### src/rtl/bsg_cache_dma_sched_pkg.sv
// Shared types and helpers for the cache DMA scheduler.
//   bsg_cache_dma_sched_state_e : packet FSM states (IDLE, ISSUE)
//   safe_clog2                  : clog2 that never returns 0, so every index or
//                                 counter field is at least one bit wide
//   dma_pkt_width               : DMA packet width for a given address width.
//                                 Packet layout is {write_not_read, addr}.
package bsg_cache_dma_sched_pkg;

    typedef enum logic [0:0] {
        IDLE,
        ISSUE
    } bsg_cache_dma_sched_state_e;

    function automatic int unsigned safe_clog2(input int unsigned n);
        return (n <= 1) ? 1 : $clog2(n);
    endfunction

    function automatic int unsigned dma_pkt_width(input int unsigned addr_w);
        return addr_w + 1;
    endfunction

endpackage

### src/rtl/bsg_cache_dma_sched_chan.sv
// One steering channel of the DMA scheduler: an in-order queue of requester
// ids for issued packets, plus a beat counter for the burst at its head.
//   clk_i, reset_i : clock, asynchronous active-low reset
//   push_i         : record push_id_i as the newest issued packet's owner
//   push_id_i      : requester id of that packet
//   beat_i         : one data word of the head burst transferred this cycle
//   full_o         : queue holds els_p ids; no further packet of this type may issue
//   v_o            : queue not empty; id_o is valid
//   id_o           : owner of the oldest outstanding burst
// The head is popped on the last beat of its burst. A push and a pop in the
// same cycle leave occupancy unchanged.
module bsg_cache_dma_sched_chan
    import bsg_cache_dma_sched_pkg::*;
#(
    parameter int unsigned els_p                 = 4,
    parameter int unsigned block_size_in_words_p = 8,
    parameter int unsigned id_width_p            = 2
) (
    input  logic                  clk_i,
    input  logic                  reset_i,
    input  logic                  push_i,
    input  logic [id_width_p-1:0] push_id_i,
    input  logic                  beat_i,
    output logic                  full_o,
    output logic                  v_o,
    output logic [id_width_p-1:0] id_o
);

    localparam int unsigned ptr_w_lp = safe_clog2(els_p);
    localparam int unsigned occ_w_lp = $clog2(els_p + 1);
    localparam int unsigned cnt_w_lp = safe_clog2(block_size_in_words_p);

    localparam logic [ptr_w_lp-1:0] last_ptr_lp = ptr_w_lp'(els_p - 1);
    localparam logic [occ_w_lp-1:0] full_occ_lp = occ_w_lp'(els_p);
    localparam logic [cnt_w_lp-1:0] last_cnt_lp = cnt_w_lp'(block_size_in_words_p - 1);

    logic [id_width_p-1:0] mem_q [els_p];
    logic [ptr_w_lp-1:0]   rptr_q, rptr_d;
    logic [ptr_w_lp-1:0]   wptr_q, wptr_d;
    logic [occ_w_lp-1:0]   occ_q, occ_d;
    logic [cnt_w_lp-1:0]   cnt_q, cnt_d;
    logic                  pop;

    assign v_o    = (occ_q != '0);
    assign full_o = (occ_q == full_occ_lp);
    assign id_o   = mem_q[rptr_q];

    // With a one-word burst the counter sits at zero and every beat pops.
    assign pop = beat_i & v_o & (cnt_q == last_cnt_lp);

    always_comb begin
        rptr_d = rptr_q;
        wptr_d = wptr_q;
        occ_d  = occ_q;
        cnt_d  = cnt_q;
        if (push_i) begin
            wptr_d = (wptr_q == last_ptr_lp) ? '0 : wptr_q + 1'b1;
        end
        if (pop) begin
            rptr_d = (rptr_q == last_ptr_lp) ? '0 : rptr_q + 1'b1;
            cnt_d  = '0;
        end else if (beat_i & v_o) begin
            cnt_d = cnt_q + 1'b1;
        end
        case ({push_i, pop})
            2'b10:   occ_d = occ_q + 1'b1;
            2'b01:   occ_d = occ_q - 1'b1;
            default: occ_d = occ_q;
        endcase
    end

    always_ff @(posedge clk_i or negedge reset_i) begin
        if (!reset_i) begin
            rptr_q <= '0;
            wptr_q <= '0;
            occ_q  <= '0;
            cnt_q  <= '0;
        end else begin
            rptr_q <= rptr_d;
            wptr_q <= wptr_d;
            occ_q  <= occ_d;
            cnt_q  <= cnt_d;
        end
    end

    // Id storage needs no reset: entries are only read while occupancy covers them.
    always_ff @(posedge clk_i) begin
        if (push_i) begin
            mem_q[wptr_q] <= push_id_i;
        end
    end

endmodule

### src/rtl/bsg_cache_dma_sched.sv
// Shares one memory-side DMA link among num_req_p cache DMA requesters.
// Packets are arbitrated round-robin and issued one at a time; read-fill and
// write-evict bursts are steered to/from their owners strictly in issue
// order per type, with the read and write paths running concurrently.
//   clk_i, reset_i       : clock, asynchronous active-low reset
//   up_pkt_i/_v_i        : per-requester DMA packet {write_not_read, addr}
//   up_pkt_ready_o       : packet accepted this cycle (one-hot)
//   up_data_o/_v_o       : fill data (broadcast) / valid one-hot to owner
//   up_data_yumi_i       : owner consumed the fill word
//   up_data_i/_v_i       : per-requester evict data / valid
//   up_data_ready_o      : evict word taken from that requester
//   down_pkt_o/_v_o      : packet to the DMA engine, held until down_pkt_yumi_i
//   down_data_i/_v_i     : fill data from DMA; down_data_ready_o when routed
//   down_data_o/_v_o     : evict data to DMA; down_data_yumi_i when taken
module bsg_cache_dma_sched
    import bsg_cache_dma_sched_pkg::*;
#(
    parameter int unsigned num_req_p             = 4,
    parameter int unsigned addr_width_p          = 32,
    parameter int unsigned data_width_p          = 64,
    parameter int unsigned block_size_in_words_p = 8,
    parameter int unsigned rd_outstanding_p      = 4,
    parameter int unsigned wr_outstanding_p      = 2,
    localparam int unsigned lg_num_req_lp        = safe_clog2(num_req_p),
    localparam int unsigned dma_pkt_width_lp     = dma_pkt_width(addr_width_p)
) (
    input  logic                                        clk_i,
    input  logic                                        reset_i,

    input  logic [num_req_p-1:0][dma_pkt_width_lp-1:0]  up_pkt_i,
    input  logic [num_req_p-1:0]                        up_pkt_v_i,
    output logic [num_req_p-1:0]                        up_pkt_ready_o,

    output logic [data_width_p-1:0]                     up_data_o,
    output logic [num_req_p-1:0]                        up_data_v_o,
    input  logic [num_req_p-1:0]                        up_data_yumi_i,

    input  logic [num_req_p-1:0][data_width_p-1:0]      up_data_i,
    input  logic [num_req_p-1:0]                        up_data_v_i,
    output logic [num_req_p-1:0]                        up_data_ready_o,

    output logic [dma_pkt_width_lp-1:0]                 down_pkt_o,
    output logic                                        down_pkt_v_o,
    input  logic                                        down_pkt_yumi_i,

    input  logic [data_width_p-1:0]                     down_data_i,
    input  logic                                        down_data_v_i,
    output logic                                        down_data_ready_o,

    output logic [data_width_p-1:0]                     down_data_o,
    output logic                                        down_data_v_o,
    input  logic                                        down_data_yumi_i
);

    bsg_cache_dma_sched_state_e state_q, state_d;

    logic [dma_pkt_width_lp-1:0] pkt_q, pkt_d;
    logic [lg_num_req_lp-1:0]    id_q, id_d;
    logic [lg_num_req_lp-1:0]    ptr_q, ptr_d;

    logic [num_req_p-1:0]        eligible;
    logic                        grant_found;
    logic [lg_num_req_lp-1:0]    grant_id;

    logic                        rd_push, rd_full, rd_v, rd_beat;
    logic                        wr_push, wr_full, wr_v, wr_beat;
    logic [lg_num_req_lp-1:0]    rd_id, wr_id;

    // A packet may only compete if its type's id queue has room.
    always_comb begin
        eligible = '0;
        for (int unsigned i = 0; i < num_req_p; i++) begin
            eligible[i] = up_pkt_v_i[i] &
                (up_pkt_i[i][addr_width_p] ? ~wr_full : ~rd_full);
        end
    end

    // Round robin: first eligible requester at or after the pointer.
    always_comb begin
        int unsigned idx;
        idx         = 0;
        grant_found = 1'b0;
        grant_id    = '0;
        for (int unsigned k = 0; k < num_req_p; k++) begin
            idx = (32'(ptr_q) + k) % num_req_p;
            if (!grant_found && eligible[idx]) begin
                grant_found = 1'b1;
                grant_id    = lg_num_req_lp'(idx);
            end
        end
    end

    always_comb begin
        state_d        = state_q;
        pkt_d          = pkt_q;
        id_d           = id_q;
        ptr_d          = ptr_q;
        up_pkt_ready_o = '0;
        down_pkt_v_o   = 1'b0;
        rd_push        = 1'b0;
        wr_push        = 1'b0;
        case (state_q)
            IDLE: begin
                // Reset is combinationally folded in so no ready leaks while held.
                if (grant_found && reset_i) begin
                    up_pkt_ready_o[grant_id] = 1'b1;
                    pkt_d   = up_pkt_i[grant_id];
                    id_d    = grant_id;
                    ptr_d   = (grant_id == lg_num_req_lp'(num_req_p - 1)) ? '0 : grant_id + 1'b1;
                    state_d = ISSUE;
                end
            end
            ISSUE: begin
                down_pkt_v_o = 1'b1;
                if (down_pkt_yumi_i) begin
                    rd_push = ~pkt_q[addr_width_p];
                    wr_push =  pkt_q[addr_width_p];
                    state_d = IDLE;
                end
            end
            default: state_d = IDLE;
        endcase
    end

    always_ff @(posedge clk_i or negedge reset_i) begin
        if (!reset_i) begin
            state_q <= IDLE;
            pkt_q   <= '0;
            id_q    <= '0;
            ptr_q   <= '0;
        end else begin
            state_q <= state_d;
            pkt_q   <= pkt_d;
            id_q    <= id_d;
            ptr_q   <= ptr_d;
        end
    end

    assign down_pkt_o = pkt_q;

    bsg_cache_dma_sched_chan #(
        .els_p                 (rd_outstanding_p),
        .block_size_in_words_p (block_size_in_words_p),
        .id_width_p            (lg_num_req_lp)
    ) rd_chan (
        .clk_i     (clk_i),
        .reset_i   (reset_i),
        .push_i    (rd_push),
        .push_id_i (id_q),
        .beat_i    (rd_beat),
        .full_o    (rd_full),
        .v_o       (rd_v),
        .id_o      (rd_id)
    );

    bsg_cache_dma_sched_chan #(
        .els_p                 (wr_outstanding_p),
        .block_size_in_words_p (block_size_in_words_p),
        .id_width_p            (lg_num_req_lp)
    ) wr_chan (
        .clk_i     (clk_i),
        .reset_i   (reset_i),
        .push_i    (wr_push),
        .push_id_i (id_q),
        .beat_i    (wr_beat),
        .full_o    (wr_full),
        .v_o       (wr_v),
        .id_o      (wr_id)
    );

    // Read steering: fill words go to the owner of the oldest outstanding read.
    assign up_data_o         = down_data_i;
    assign down_data_ready_o = rd_v & up_data_yumi_i[rd_id];
    assign rd_beat           = down_data_v_i & down_data_ready_o;

    // Write steering: evict words are drawn from the oldest outstanding writer.
    assign down_data_o   = up_data_i[wr_id];
    assign down_data_v_o = wr_v & up_data_v_i[wr_id];
    assign wr_beat       = down_data_v_o & down_data_yumi_i;

    always_comb begin
        up_data_v_o     = '0;
        up_data_ready_o = '0;
        if (rd_v) begin
            up_data_v_o[rd_id] = down_data_v_i;
        end
        if (wr_v) begin
            up_data_ready_o[wr_id] = wr_beat;
        end
    end

    // Fill data with no outstanding read has nowhere to go.
    fill_has_owner: assert property (@(posedge clk_i) disable iff (!reset_i)
        down_data_v_i |-> rd_v);

endmodule

### config.mk
export PLATFORM = sky130hd
export DESIGN_NAME = bsg_cache_dma_sched
export DESIGN_NICKNAME = d
export VERILOG_FILES = /design/src/rtl/bsg_cache_dma_sched_pkg.sv /design/src/rtl/bsg_cache_dma_sched_chan.sv /design/src/rtl/bsg_cache_dma_sched.sv
export SDC_FILE = /design/constraint.sdc
export NUM_CORES = 1
export LEC_CHECK = 0
export CAP_MARGIN = 20
export CORE_AREA = 2 2 251 253
export DETAILED_ROUTE_END_ITERATION = 12
export DIE_AREA = 0 0 253 255
export HOLD_SLACK_MARGIN = 0.06
export PLACE_DENSITY = 0.33
export SLEW_MARGIN = 20
export SYNTH_ARGS = -nofsm -noshare
export SYNTH_HDL_FRONTEND = slang
export SYNTH_HIERARCHICAL = 1
export SYNTH_SLANG_ARGS = --single-unit
### constraint.sdc
create_clock -name clk_i -period 8.01 [get_ports clk_i]
set_input_delay 0.801 -clock clk_i [delete_from_list [all_inputs] [get_ports clk_i]]
set_output_delay 0.801 -clock clk_i [all_outputs]
set_load 0.005 [all_outputs]
Word level (Yosys, flattened, before mapping) --
Memory sizes are Yosys's and may differ from the RTL's. Cells that the tools add are included.
Word-level totals: register bits after elaboration 55, RAM bits 12, input bits 469, memories kept 2
Memory list:
- rd_chan.mem_q | words 4, bits a word 2, rd ports 1, clocked after memory_dff 0, write ports 1, line bsg_cache_dma_sched_chan.sv:37 | logic [id_width_p-1:0] mem_q [els_p];
- wr_chan.mem_q | words 2, bits a word 2, rd ports 1, clocked after memory_dff 0, write ports 1, line bsg_cache_dma_sched_chan.sv:37
Operators by class: add/subtract/negate cells 14, magnitude comparators 10, equality and inequality tests 11, multiplexer cells 61, bitwise gates (word level) 18, reduce and logical (&&, ||, !) cells 17
Operators by type and width (count):
- 64-bit binary-select mux with 2-bit select | 1
- 33-bit binary-select mux with 2-bit select | 1
- 64-bit two-way mux | 1
- 33-bit two-way mux | 1
- 1-bit two-way mux | 30
- 2-bit by 3-bit less-than comparator with 1-bit output (second input constant) | 7
- 4-bit two-way mux | 4
- 2-bit two-way mux | 7
- 1-bit bitwise AND | 12
- 1-bit binary-select mux with 2-bit select | 6
- 2-bit equality test (second input constant) | 6
- 3-bit two-way mux | 4
- 2-bit by 1-bit adder with 2-bit output (second input constant) | 5
- 2-bit nonzero test | 5
- 3-bit by 1-bit adder with 3-bit output (second input constant) | 3
- 3-bit equality test (second input constant) | 3
- 4-bit bitwise AND | 2
- 1-bit logical AND | 7
- 1-bit demux with 2-bit select | 3
- 2-bit by 1-bit >= comparator with 1-bit output (second input constant) | 3
- 3-bit case mux with 2 select lines | 1
- 2-bit adder (second input constant) | 2
- 2-bit by 1-bit equality test with 1-bit output (second input constant) | 2
- 1-bit inverter | 4
- other kinds (8) | 11

Longest topological paths before layout --
depth after elaboration 22, depth in mapped cells 12, mapped depth without buffers 11

By module --
Netlist, hierarchy kept.
Modules (own cells, without submodules):
- bsg_cache_dma_sched | instances 1, cells each 396, area each 4585.6 um^2, sequential area each 950.9 um^2
- bsg_cache_dma_sched_chan (rd_chan) | instances 1, cells each 62, area each 888.4 um^2, sequential area each 490.5 um^2
- bsg_cache_dma_sched_chan (wr_chan) | instances 1, cells each 36, area each 481.7 um^2, sequential area each 295.3 um^2

Worst setup path before layout --
No wires, ideal clock.
path type in2out, start in up_pkt_i[65] (netlist bit), end out up_pkt_ready_o[1], data arrival time 2.227 ns, data required time 7.209 ns, slack 4.982 ns, stages on the path 7, cells stage by stage mux2_1 -> o2111ai_1 -> o311ai_1 -> or3_1 -> buf_2 -> buf_2 -> nor2_1
Between the ends: word-level cells in the longest chain between the ends 20
RTL lines:
- from (decl) | line bsg_cache_dma_sched.sv:30 | input logic [num_req_p-1:0][dma_pkt_width_lp-1:0] up_pkt_i,
- 1-bit two-way mux (*) | line bsg_cache_dma_sched.sv:74 | (up_pkt_i[i][addr_width_p] ? ~wr_full : ~rd_full);
- 1-bit bitwise AND (*) | line bsg_cache_dma_sched.sv:73 | eligible[i] = up_pkt_v_i[i] &
- 1-bit binary-select mux with 2-bit select | line bsg_cache_dma_sched.sv:86 | if (!grant_found && eligible[idx]) begin
- 1-bit two-way mux (not written as such) | line bsg_cache_dma_sched.sv:86
- 1-bit two-way mux | line bsg_cache_dma_sched.sv:86
- 1-bit logical NOT | line bsg_cache_dma_sched.sv:86
- 1-bit logical AND | line bsg_cache_dma_sched.sv:86
- 1-bit two-way mux | line bsg_cache_dma_sched.sv:86
- [... 4 more ...]
- 1-bit logical AND | line bsg_cache_dma_sched.sv:86
- 2-bit two-way mux | line bsg_cache_dma_sched.sv:86
- 2-bit by 3-bit less-than comparator with 1-bit output (not written as such) / 2-bit by 1-bit >= comparator with 1-bit output (equally long branches) | line bsg_cache_dma_sched.sv:106 | up_pkt_ready_o[grant_id] = 1'b1;
- 1-bit logical AND (not written as such) | line bsg_cache_dma_sched.sv:106
- 1-bit two-way mux (not written as such) | line bsg_cache_dma_sched.sv:106
- 1-bit demux with 2-bit select | line bsg_cache_dma_sched.sv:106
- 4-bit two-way mux (*) | line bsg_cache_dma_sched.sv:105 | if (grant_found && reset_i) begin
- 4-bit two-way mux (*) | line bsg_cache_dma_sched.sv:102 | case (state_q)
- to (decl) | line bsg_cache_dma_sched.sv:32 | output logic [num_req_p-1:0] up_pkt_ready_o,
Every way passes the cells marked *; elsewhere a longest branch is shown, timed or not. The select of a mux whose other input is x is not followed.

Final worst setup path --
start in up_pkt_i[32] (netlist bit), end out up_pkt_ready_o[0]
Same word-level chain as after synthesis.

==> report_table.html <==
<table>
<tr><th>Metric</th><th>Value</th></tr>
<tr><th colspan="2">Status</th></tr>
<tr><td>Result of the run</td><td>finished, final reports clean</td></tr>
<tr><th colspan="2">Pwr</th></tr>
<tr><td>Power density normalized to cell area</td><td>233 nW/um^2</td></tr>
<tr><td>Switching part of the total power</td><td>36.3%</td></tr>
<tr><td>Net switching power figure</td><td>1.00 mW</td></tr>
<tr><td>Leak Pwr</td><td>4.35 nW</td></tr>
<tr><td>Internal power summed over all cells</td><td>1.76 mW</td></tr>
<tr><td>Portion of total power attributed to the clock network</td><td>16.0%</td></tr>
<tr><td>Combinational fraction of design power</td><td>62.0%</td></tr>
<tr><td>Peak supply drop</td><td>0.000102 V</td></tr>
<tr><td>Total power consumption of the routed design</td><td>2.76 mW</td></tr>
<tr><td>Part of the power in registers</td><td>22.0%</td></tr>
<tr><th colspan="2">Synth</th></tr>
<tr><td>Cell taking the most area after synthesis</td><td>sky130_fd_sc_hd__mux4_2</td></tr>
<tr><td>Top flip-flop cell by instance count after synthesis</td><td>sky130_fd_sc_hd__dfrtp_1</td></tr>
<tr><td>Cell types occupying the most area after synthesis</td><td>sky130_fd_sc_hd__mux4_2, sky130_fd_sc_hd__dfrtp_1, sky130_fd_sc_hd__mux2i_1, sky130_fd_sc_hd__buf_4, sky130_fd_sc_hd__edfxtp_1</td></tr>
<tr><td>Seq/Total Area, Yosys</td><td>29.2%</td></tr>
<tr><td>Avg Cell Area, Syn</td><td>12.1 um^2</td></tr>
<tr><td>Flop and latch count out of synthesis</td><td>67</td></tr>
<tr><td>Proportion of netlist area held by the largest area contributor</td><td>25.7%</td></tr>
<tr><td>Share of flip-flops with an asynchronous set or reset after synthesis</td><td>82.1%</td></tr>
<tr><td>Synthesized net count</td><td>976</td></tr>
<tr><td>Synthesized area</td><td>5960 um^2</td></tr>
<tr><td>Synthesized instance count</td><td>494</td></tr>
<tr><td>Leading cell types by count after synthesis</td><td>sky130_fd_sc_hd__mux2i_1, sky130_fd_sc_hd__buf_4, sky130_fd_sc_hd__mux4_2</td></tr>
<tr><td>Synthesis warning total</td><td>6</td></tr>
<tr><td>Number of enable-type register cells in the synthesized netlist</td><td>12</td></tr>
<tr><td>Most repeated cell in the gate-level netlist after synthesis</td><td>sky130_fd_sc_hd__mux2i_1</td></tr>
<tr><td>Unique masters post-synth</td><td>48</td></tr>
<tr><th colspan="2">Route</th></tr>
<tr><td>Routed wire per std cell</td><td>20.2 um</td></tr>
<tr><td>Via density per instance</td><td>3.46</td></tr>
<tr><td>Total vias in the final route</td><td>5997</td></tr>
<tr><td>DRC errors left</td><td>0</td></tr>
<tr><td>Count of antenna-violating nets left after detailed routing</td><td>0</td></tr>
<tr><td>Met3 WL</td><td>4290 um</td></tr>
<tr><td>Met2 routed wirelength</td><td>16100 um</td></tr>
<tr><td>Number of detailed-route iterations in the first pass</td><td>4</td></tr>
<tr><td>Count of routing violations after the opening detailed-route iteration</td><td>280</td></tr>
<tr><td>Length of routed wiring on met1</td><td>14100 um</td></tr>
<tr><td>Top layer reached by signal wires</td><td>met5</td></tr>
<tr><td>Wire length reported by the detailed router</td><td>35000 um</td></tr>
<tr><th colspan="2">Critical path</th></tr>
<tr><td>Max FO, Critical Path</td><td>37</td></tr>
<tr><td>Worst setup path startpoint</td><td>up_pkt_i[32]</td></tr>
<tr><td>Launching point of the worst reg2reg path</td><td>wr_chan/occ_q[0]</td></tr>
<tr><td>Worst EP arrival</td><td>4.08 ns</td></tr>
<tr><td>Type of destination of the critical path</td><td>output pin</td></tr>
<tr><td>Kind of start point of the critical path</td><td>input port</td></tr>
<tr><td>Type of the worst setup path</td><td>input port to output pin</td></tr>
<tr><td>Crit path required time</td><td>7.21 ns</td></tr>
<tr><th colspan="2">Finish</th></tr>
<tr><td>Count of nets after finishing</td><td>1411</td></tr>
<tr><td>Fraction of layout instances using a drive strength above 1</td><td>12.1%</td></tr>
<tr><td>Antenna diode count</td><td>0</td></tr>
<tr><td>Fin cells</td><td>1733</td></tr>
<tr><td>Layout area overhead</td><td>98.8%</td></tr>
<tr><th colspan="2">Clocking</th></tr>
<tr><td>CTS resizes</td><td>0</td></tr>
<tr><td>Clock tree root driver cell</td><td>sky130_fd_sc_hd__clkbuf_16</td></tr>
<tr><td>Clock latency on the worst-skew pair</td><td>0.35 ns</td></tr>
<tr><td>Htree depth</td><td>3</td></tr>
<tr><td>Register clock-pin slew on the reported worst setup and hold paths</td><td>0.06 ns</td></tr>
<tr><td>Number of buffers between clock root and the deepest sink</td><td>2</td></tr>
<tr><td>Number of hold buffers added after CTS</td><td>0</td></tr>
<tr><td>Number of sinks on the clock net</td><td>67</td></tr>
<tr><td>TritonCTS Buffers</td><td>9</td></tr>
<tr><td>Post-CTS Setup Bufs</td><td>0</td></tr>
<tr><td>TritonCTS clock tree</td><td>yes</td></tr>
<tr><th colspan="2">Timing</th></tr>
<tr><td>Clock skew</td><td>0.0117 ns</td></tr>
<tr><td>Final setup TNS</td><td>0 ns</td></tr>
<tr><td>Pin slew with the least headroom to its limit</td><td>0.947 ns</td></tr>
<tr><td>Setup repair after global routing missed its margin</td><td>no</td></tr>
<tr><td>Max-slew headroom at the worst pin</td><td>36.9%</td></tr>
<tr><td>Final count of pins violating max slew</td><td>0</td></tr>
<tr><td>Shortest clock period the worst path allows after layout</td><td>4.88 ns</td></tr>
<tr><td>Count of final setup violators</td><td>0</td></tr>
<tr><td>Fmax achieved</td><td>0.205 GHz</td></tr>
<tr><td>Crit share post-route</td><td>61.0%</td></tr>
<tr><td>Number of hold violations in the final report</td><td>0</td></tr>
<tr><th colspan="2">Placed design</th></tr>
<tr><td>Last weighted congestion value of the routability-driven placer</td><td>0.694</td></tr>
<tr><td>Number of port buffers</td><td>516</td></tr>
<tr><td>Final HPWL from detailed placement</td><td>29500 um</td></tr>
<tr><td>Placed Instances</td><td>1717</td></tr>
<tr><th colspan="2">Hold path</th></tr>
<tr><td>Hold_sp</td><td>wr_chan/wptr_q</td></tr>
<tr><td>Worst hold path type</td><td>flip-flop to flip-flop</td></tr>
<tr><th colspan="2">Die</th></tr>
<tr><td>Number of I/O pins</td><td>645</td></tr>
<tr><td>Die Ht</td><td>255 um</td></tr>
<tr><td>Floorplan die area</td><td>64500 um^2</td></tr>
<tr><td>Count of standard-cell rows</td><td>92</td></tr>
<tr><td>Area of the core region</td><td>62200 um^2</td></tr>
<tr><td>Horizontal die dimension</td><td>253 um</td></tr>
<tr><td>Initial cell density of the core</td><td>9.58%</td></tr>
<tr><th colspan="2">Global routing</th></tr>
<tr><td>Antenna violations before repair</td><td>6</td></tr>
<tr><td>Largest net degree at the start of global routing</td><td>57</td></tr>
<tr><td>Vias in the first global route</td><td>6264</td></tr>
<tr><td>First-pass GRT wire length</td><td>45400 um</td></tr>
<tr><td>Gr ovfl total</td><td>0</td></tr>
<tr><td>Overall track demand over capacity in global routing</td><td>9.88%</td></tr>
<tr><th colspan="2">Run</th></tr>
<tr><td>Max cap viols</td><td>0</td></tr>
</table>
## area by class of cell
class	count	area (um^2)
clock buffers	10	250
clock inverters	6	75.1
fillers	6799	50300
inverters	15	57.6
multi-input cells	314	3510
flip-flops and latches	67	1740
well taps	799	1000
repair buffers	522	5200
## layer usage
layer | global-route usage, % | up-vias
met5 | 2.41 | -
met4 | 1.32 | 12
li1 | - | 2720
met1 | 11.6 | 2853
met3 | 5.27 | 29
met2 | 16.0 | 383
## final timing paths
path                                           to  depth (start not counted)  slack (ns)
worst max register to register      down_pkt_o[1]                          8        4.45
worst min register to register     wr_chan/wptr_q                          1        0.48
max in group asynchronous                 state_q                          2        6.83
worst min-delay path               wr_chan/wptr_q                          1        0.48
worst max-delay path            up_pkt_ready_o[0]                          8        3.13
min in group asynchronous          down_pkt_o[14]                          2        0.63
## power by group through the flow
stage / registers (mW) / clock network [mW] / logic (mW)
4_1_cts: 0.611 / 0.463 / 1.76
3_5_place_dp: 0.612 / 0 / 1.75
2_1_floorplan: 0.592 / 0 / 0.911
3_3_place_gp: 0.611 / 0 / 1.77
5_1_grt: 0.630 / 0.475 / 1.86
6_report: 0.607 / 0.442 / 1.71
## stage by stage
step                      hold WS, ns  utilization, %  setup slack, ns  area [um^2]
after floorplan                 0.454               -             4.98         5960
after global placement          0.471            18.5             3.09        11500
after detailed placement        0.470            18.5             3.07        11500
after CTS                       0.482            19.0             3.06        11800
after global routing            0.502            19.0             2.89        11800
final                           0.480            19.0             3.13        11800
## critical path, cell delays in order
cell	delay (ns)
sky130_fd_sc_hd__clkdlybuf4s50_1	0.50
sky130_fd_sc_hd__mux2i_1	0.40
sky130_fd_sc_hd__a32o_1	0.23
sky130_fd_sc_hd__a221o_1	0.23
sky130_fd_sc_hd__clkinv_2	0.59
sky130_fd_sc_hd__buf_4	0.58
sky130_fd_sc_hd__nor2_1	0.19
sky130_fd_sc_hd__clkdlybuf4s50_1	0.52
## kinds of logic after synthesis
group / Yosys count / share of synthesized area [%]
AOI/OAI and AO/OA: 55 / 8.59
xor gates and xnor gates: 8 / 1.18
adders and majority gates: 13 / 2.86
buffers and inverters: 113 / 12.1
DFF: 67 / 29.2
muxes: 146 / 39.1
and+or+nand+nor: 92 / 7.02
## layout by cell type (no fill, tap or decap), types with 2 or more instances in the layout
cell,netlist,final
sky130_fd_sc_hd__clkdlybuf4s50_1,0,515
sky130_fd_sc_hd__mux2i_1,71,71
sky130_fd_sc_hd__mux4_2,68,68
sky130_fd_sc_hd__dfrtp_1,55,55
sky130_fd_sc_hd__nand2_1,51,51
sky130_fd_sc_hd__o221ai_1,26,26
sky130_fd_sc_hd__nor2_1,13,13
sky130_fd_sc_hd__inv_1,12,12
sky130_fd_sc_hd__ha_1,12,12
sky130_fd_sc_hd__edfxtp_1,12,12
sky130_fd_sc_hd__clkbuf_16,0,10
sky130_fd_sc_hd__and2_1,8,8
sky130_fd_sc_hd__o221ai_2,7,7
sky130_fd_sc_hd__buf_4,69,6
sky130_fd_sc_hd__nor3_1,5,5
sky130_fd_sc_hd__xor2_1,5,5
sky130_fd_sc_hd__o21ai_0,4,4
sky130_fd_sc_hd__mux2_4,2,4
sky130_fd_sc_hd__o21ai_1,3,3
sky130_fd_sc_hd__and3_1,3,3
sky130_fd_sc_hd__inv_6,0,3
sky130_fd_sc_hd__xnor2_1,3,3
sky130_fd_sc_hd__nand3_1,2,2
sky130_fd_sc_hd__nor3b_1,2,2
sky130_fd_sc_hd__mux2_1,2,2
sky130_fd_sc_hd__inv_2,3,2
sky130_fd_sc_hd__a32o_1,2,2
sky130_fd_sc_hd__nor2b_1,2,2
sky130_fd_sc_hd__a21o_1,2,2
## flip-flops by register name, indices dropped and copies added, names as in the netlist
register / cells
wr_chan/rptr_q: 1
wr_chan/occ_q: 2
wr_chan/cnt_q: 3
wr_chan/wptr_q: 1
wr_chan/mem_q: 4
rd_chan/wptr_q: 2
rd_chan/mem_q: 8
ptr_q: 2
rd_chan/occ_q: 3
down_pkt_o: 33
rd_chan/rptr_q: 2
state_q: 1
id_q: 2
rd_chan/cnt_q: 3
No activity file was read; power rests on OpenSTA's default activity.
